$ cat src/rtl/serial_add_pkg.sv
// rtl/serial_add_pkg.sv - shared types and defaults for the bit-serial adder
//
// Contents:
//   sadd_state_t   controller state encoding (IDLE, SHIFT, DONE)
//   DEFAULT_WIDTH  default operand/sum width in bits
package serial_add_pkg;

    typedef enum logic [1:0] {
        IDLE  = 2'd0,
        SHIFT = 2'd1,
        DONE  = 2'd2
    } sadd_state_t;

    localparam int DEFAULT_WIDTH = 8;

endpackage

$ cat src/rtl/full_adder_structural.sv
// rtl/full_adder_structural.sv - one-bit full adder built from gate primitives
//
// Ports:
//   a, b  in   operand bits
//   ci    in   carry in
//   s     out  sum bit        (a ^ b ^ ci)
//   co    out  carry out      (a & b) | (ci & (a ^ b))
module full_adder_structural (
    input  logic a,
    input  logic b,
    input  logic ci,
    output logic s,
    output logic co
);

    logic p;
    logic g;
    logic t;

    xor u_xor_p (p, a, b);
    xor u_xor_s (s, p, ci);
    and u_and_g (g, a, b);
    and u_and_t (t, p, ci);
    or  u_or_co (co, g, t);

endmodule

$ cat src/rtl/serial_adder_ctrl.sv
// rtl/serial_adder_ctrl.sv - bit-serial WIDTH-bit adder around a single full-adder cell
//
// Ports:
//   clk        in   clock, rising edge
//   rst_n      in   asynchronous active-low reset
//   in_valid   in   operands valid
//   in_ready   out  operands accepted (high only in IDLE)
//   a, b       in   WIDTH-bit operands, sampled at the accept edge
//   cin        in   carry into bit 0, sampled at the accept edge
//   out_valid  out  sum/cout valid (high only in DONE)
//   out_ready  in   downstream takes the result
//   sum        out  a + b + cin modulo 2^WIDTH
//   cout       out  carry out of bit WIDTH-1
//   busy       out  high while bits are being shifted through the cell
module serial_adder_ctrl
    import serial_add_pkg::*;
#(
    parameter int WIDTH = DEFAULT_WIDTH
) (
    input  logic             clk,
    input  logic             rst_n,
    input  logic             in_valid,
    output logic             in_ready,
    input  logic [WIDTH-1:0] a,
    input  logic [WIDTH-1:0] b,
    input  logic             cin,
    output logic             out_valid,
    input  logic             out_ready,
    output logic [WIDTH-1:0] sum,
    output logic             cout,
    output logic             busy
);

    localparam int CW = $clog2(WIDTH + 1);
    localparam logic [CW-1:0] CNT_LAST = CW'(WIDTH - 1);

    sadd_state_t state_q;
    sadd_state_t state_d;

    logic [WIDTH-1:0] a_sh;
    logic [WIDTH-1:0] b_sh;
    logic [WIDTH-1:0] sum_sh;
    logic [WIDTH-1:0] sum_next;
    logic             carry_q;
    logic [CW-1:0]    cnt_q;

    logic bit_s;
    logic bit_c;
    logic accept;
    logic shift_en;

    full_adder_structural u_bit_cell (
        .a  (a_sh[0]),
        .b  (b_sh[0]),
        .ci (carry_q),
        .s  (bit_s),
        .co (bit_c)
    );

    // New sum bit enters at the MSB; after WIDTH shifts bit 0 has reached position 0.
    always_comb begin
        sum_next            = sum_sh >> 1;
        sum_next[WIDTH-1]   = bit_s;
    end

    always_ff @(posedge clk or negedge rst_n) begin
        if (!rst_n) begin
            state_q <= IDLE;
        end else begin
            state_q <= state_d;
        end
    end

    always_comb begin
        state_d   = state_q;
        in_ready  = 1'b0;
        out_valid = 1'b0;
        busy      = 1'b0;
        accept    = 1'b0;
        shift_en  = 1'b0;
        unique case (state_q)
            IDLE: begin
                in_ready = 1'b1;
                if (in_valid) begin
                    accept  = 1'b1;
                    state_d = SHIFT;
                end
            end
            SHIFT: begin
                busy     = 1'b1;
                shift_en = 1'b1;
                if (cnt_q == CNT_LAST) begin
                    state_d = DONE;
                end
            end
            DONE: begin
                out_valid = 1'b1;
                if (out_ready) begin
                    state_d = IDLE;
                end
            end
            default: begin
                state_d = IDLE;
            end
        endcase
    end

    always_ff @(posedge clk or negedge rst_n) begin
        if (!rst_n) begin
            a_sh    <= '0;
            b_sh    <= '0;
            sum_sh  <= '0;
            carry_q <= 1'b0;
            cnt_q   <= '0;
        end else if (accept) begin
            a_sh    <= a;
            b_sh    <= b;
            sum_sh  <= '0;
            carry_q <= cin;
            cnt_q   <= '0;
        end else if (shift_en) begin
            a_sh    <= a_sh >> 1;
            b_sh    <= b_sh >> 1;
            sum_sh  <= sum_next;
            carry_q <= bit_c;
            cnt_q   <= cnt_q + CW'(1);
        end
    end

    // Registers are untouched between DONE and the next accept, so the result holds.
    assign sum  = sum_sh;
    assign cout = carry_q;

endmodule

$ cat config.mk
export PLATFORM = sky130hd
export DESIGN_NAME = serial_adder_ctrl
export DESIGN_NICKNAME = d
export VERILOG_FILES = /design/src/rtl/serial_add_pkg.sv /design/src/rtl/full_adder_structural.sv /design/src/rtl/serial_adder_ctrl.sv
export SDC_FILE = /design/constraint.sdc
export NUM_CORES = 1
export LEC_CHECK = 0
export CORE_MARGIN = 1
export CORE_UTILIZATION = 52
export DETAILED_ROUTE_END_ITERATION = 10
export HOLD_SLACK_MARGIN = 0.05
export PLACE_DENSITY_LB_ADDON = 0.2
export SYNTH_ARGS = -nofsm -noshare
export SYNTH_HDL_FRONTEND = slang
export SYNTH_SLANG_ARGS = --single-unit
export TNS_END_PERCENT = 1
$ cat constraint.sdc
create_clock -name clk -period 3.25 [get_ports clk]
set_input_delay 0.65 -clock clk [delete_from_list [all_inputs] [get_ports clk]]
set_output_delay 0.65 -clock clk [all_outputs]
set_load 0.005 [all_outputs]
## Word-level counts from Yosys, hierarchy flattened

Index checks and enable logic that the tools add are counted.

- Add/sub/neg operators: 1
- Equality and inequality tests: 6
- Multiplexer cells: 19
- Bitwise operators: 5
- Reductions and logical operators: 3

Operators by type and width:

| operator | number |
|---|---|
| $mux 8 | 6 |
| $mux 4 | 2 |
| $mux 1 | 7 |
| $mux 2 | 3 |
| $ne 2x2->1 const B | 3 |
| $pmux 2 s3 | 1 |
| $add 4x1->4 const B | 1 |
| $eq 4x3->1 const B | 1 |
| $reduce_and 3->1 | 1 |
| $and 1x1->1 | 2 |
| $eq 2x1->1 const B | 1 |
| $eq 2x2->1 const B | 1 |
| $logic_not 2->1 | 1 |
| $reduce_bool 2->1 | 1 |
| $xor 1x1->1 | 2 |
| $or 1x1->1 | 1 |

- Register bits after elaboration: 31
- Input port bits: 21
- Output and inout bits: 12
- Logic and storage cells: 40

## Logic depth before layout (Yosys ltp)

- Depth in word-level cells: 5
- Gate-level depth with buffers: 6
- Mapped depth without buffers: 4

## By module

Synthesis repeated with hierarchy kept, for this count alone.

- Cell total of the unflattened synthesis: 138
- Area total of the unflattened synthesis: 1421.4 sq um

By module, submodules not included:

| module | instances | cells an instance | area an instance (sq um) | sequential area each (sq um) |
|---|---|---|---|---|
| serial_adder_ctrl | 1 | 137 | 1401.3 | 775.7 |
| full_adder_structural | 1 | 1 | 20.0 | 0.0 |

## Least setup slack after synthesis

Ideal clock, no wire load.

- Path type: reg2out
- Start point: register state_q[1]
- End point: output busy
- Data arrival time: 0.888 ns
- Data required time: 2.600 ns
- Setup slack: 1.712 ns
- Stages on the path, launching flop included: 5
- Path buffers: 2
- Cell sequence: dfrtp_1 nand2b_1 buf_6 inv_6 buf_4

- Cells in the longest elaborated chain, start to end: 2

RTL lines:

| what | RTL line | text |
|---|---|---|
| start, declared | serial_adder_ctrl.sv:37 | `sadd_state_t state_q;` |
| start signal, assigned | serial_adder_ctrl.sv:70 | `state_q <= state_d;` |
| $eq 2x1->1 | serial_adder_ctrl.sv:81 | `unique case (state_q)` |
| $mux 1 | serial_adder_ctrl.sv:81 |  |
| end, declared | serial_adder_ctrl.sv:31 | `output logic busy` |

No other way between the ends.

## Final worst setup path

Same ends and word-level chain as after synthesis.

==> flow_summary.toml <==
[run]
max_cap_viol_count = 0

[yosys]
synth_nets = 161
ys_types = 25
synthTopCellsByArea = "dfrtp_1, nand2_1, a22oi_2, o21ai_0, a22oi_1"
yosysTopAreaCell = "dfrtp_1"
synth_area_um2 = 1421
syn_inst = 138
ys_seq_area_frac = 0.5458
synth_top_cell_area_share = 0.5458
ys_seq_elements = 31
syn_area_per_cell_um2 = 10.30
yosysWarnings = 0

[die]
boundaryPins = 33
die_w_um = 54.28
dieArea_um2 = 2946
dieHeight_um = 54.28
initial_core_util = 0.5635
fp-row-count = 18
core_um2 = 2522

[worst_setup_path]
slowest_stage = "clkdlybuf4s50_1"
timing.rr.start = "state_q[0]$_DFFE_PN0P_"
cp-startpoint = "state_q[1]$_DFFE_PN0P_"
r2r_slack_ps = 1640
end_kind = "primary output"
path_cells = "nand2b_1 -> buf_4 -> inv_6 -> clkdlybuf4s50_1"
startpoint_type = "flip-flop"
worst_ep_arrival_time_ps = 1880
timing_worst_setup_path_type = "reg -> out"
r2r_end = "sum[6]$_DFFE_PN0P_"
rr_worst_depth = 3
required_ps = 2600
slowest_delay_ps = 540
crit_fanout = 27

[route]
detail-route-antenna-nets = 0
vias = 1062
via_per_inst = 5.232
drt_iter0_drc = 16
routed_wl_um = 2758
firstDrtPassIters = 4
drcViolationCount = 0
wire_per_inst_um = 13.59

[timing]
hold_viol_final = 0
grt_setup_unrepaired = "false"
skew_ps = 3.901
finalCritPeriodShare = 0.7773
tns_ps = 0
fin_crit_ps = 2526
timing.fmax_mhz = 395.9
fin_hold_ws_ps = 481.1
setup_viol = 0
report.final.slew_viol_count = 0
max-slew-margin-rel = 0.5339
tightest_slew_ps = 698.7

[global_routing]
grt_use_total = 0.2233
use_met1 = 0.2581
gr-usage-met2 = 0.3679
grt_overflow = 0
grt_pass1_vias = 1013
grt.busiest_layer = "met2"
grt_antenna_before_repair = 0
grt_pass1_wl_um = 4416
grtUsageMet3 = 0.05833
grt_max_degree = 32

[cts]
cts_resized = 0
cts_buffers = 5
cts_buffer_depth = 2
hold_buffers = 0
clock_latency_ps = 320
cts_tree = "done"
cts.clk_slew.worst_paths_ps = 90
htreeDepth = 2
clockRootBuffer = "clkbuf_4"
cts.sinks = 31
cts_setup_buffers = 0

[power_and_ir_drop]
irDropWorstVdd_mv = 0.5050
power_density_nw_per_um2 = 830.6
power_w = 0.001486
leakage_nw = 0.8207

[placed_design]
portBuffers = 32
place.gp.congestion = 0.6961
dp_hpwl_um = 1926
place_inst = 195

[hold_path]
min-delay-start = "b_sh[1]$_DFFE_PN0P_"
min_to = "b_sh[1]$_DFFE_PN0P_"
worstHoldPathCells = 2
min_path_type = "reg -> reg"

[cells_and_area]
utilization = 0.7093
layout.nets = 195
final_cells = 203
synthToLayoutAreaGrowth_pct = 25.88
drive_gt1_frac = 0.1272
fill_cells = 205
antenna_cells = 0

[run_status]
status = "finished clean"
-- per-stage QoR --
step | cell area (um2) | setup WS [ps]
after global placement | 1739 | 999.8
after detailed placement | 1739 | 924.2
after global routing | 1789 | 609.1
after CTS | 1789 | 702.4
final | 1789 | 723.9
after floorplan | 1421 | 1712
-- cell usage in the layout (no fill, tap or decap) --
master            n
nand2_1          54
clkdlybuf4s50_1  32
dfrtp_1          31
o21ai_0          13
a22oi_2          10
a22oi_1           5
clkbuf_4          5
nand2b_1          3
buf_4             3
clkbuf_1          2
inv_6             1
nor2_1            1
or2b_1            1
inv_1             1
nor3b_4           1
o21bai_2          1
nand4_1           1
mux2i_1           1
o21bai_1          1
nor3b_1           1
a21o_1            1
o32ai_1           1
fa_1              1
ha_1              1
clkinv_2          1
-- power by group --
group | switching, W | total, W | internal [W]
registers | 0.000122 | 0.000669 | 0.000547
logic | 0.000305 | 0.000607 | 0.000303
clock network | 0.000126 | 0.000210 | 0.0000842
-- layer usage --
metal	share of wire	vias up
li1	-	527
met1	0.44	504
met2	0.50	27
met3	0.041	4
met4	0.019	0
met5	0	-
-- how the worst max path moves through the flow --
| stage | endpoint | slack [ps] | cells after the start |
|---|---|---|---|
| floorplan | busy | 1710 | 4 |
| global placement | a_sh[7]$_DFFE_PN0P_ | 1000 | 4 |
| detailed placement | sum[6]$_DFFE_PN0P_ | 920 | 4 |
| CTS | busy | 700 | 4 |
| global route | busy | 610 | 4 |
| finish | busy | 720 | 4 |
-- layout make-up --
class | instances | area, um2 | share of cell area
clock buffers | 7 | 45.04 | 0.02517
inverters | 2 | 12.51 | 0.006993
flip-flops and latches | 31 | 775.7 | 0.4336
repair buffers | 35 | 342.8 | 0.1916
clock inverters | 1 | 5.005 | 0.002797
well taps | 30 | 37.54 | 0.02098
multi-input cells | 97 | 570.5 | 0.3189
-- synthesized netlist by cell type --
| cell type | instances |
|---|---|
| inv_6 | 1 |
| dfrtp_1 | 31 |
| buf_8 | 1 |
| fa_1 | 1 |
| nor2_1 | 1 |
| o21bai_1 | 1 |
| inv_1 | 1 |
| mux2i_1 | 1 |
| a22oi_1 | 5 |
| o21ai_0 | 13 |
| buf_4 | 3 |
| nor3b_1 | 1 |
| a22oi_2 | 10 |
| buf_6 | 2 |
| clkbuf_1 | 1 |
| nand4_1 | 1 |
| nor3b_2 | 1 |
| nand2b_1 | 3 |
| or2b_1 | 1 |
| o32ai_1 | 1 |
| nand2_1 | 54 |
| a21o_1 | 1 |
| ha_1 | 1 |
| buf_2 | 1 |
| o21bai_2 | 1 |
-- worst max-delay path, delay by kind of cell (launching register included) --
| kind | cells | cell delay [ps] |
|---|---|---|
| buf+inv | 3 | 950 |
| simple gates | 1 | 160 |
| flops | 1 | 440 |
-- cell families after synthesis --
| kind of cell | after synthesis | share of synthesized area |
|---|---|---|
| flip-flops | 31 | 0.5458 |
| AO/OA/AOI/OAI | 32 | 0.1849 |
| buffers and inverters | 10 | 0.05721 |
| AND/OR/NAND/NOR | 62 | 0.1822 |
| adder cells (fa/ha/maj) | 2 | 0.02289 |
| multiplexers | 1 | 0.007043 |
-- registers in the layout (all words and copies together) (netlist names) --
signal and count:
a_sh 8, b_sh 8, cnt_q 4, cout 1
state_q 2, sum 8
No activity file was read; power rests on OpenSTA's default activity.
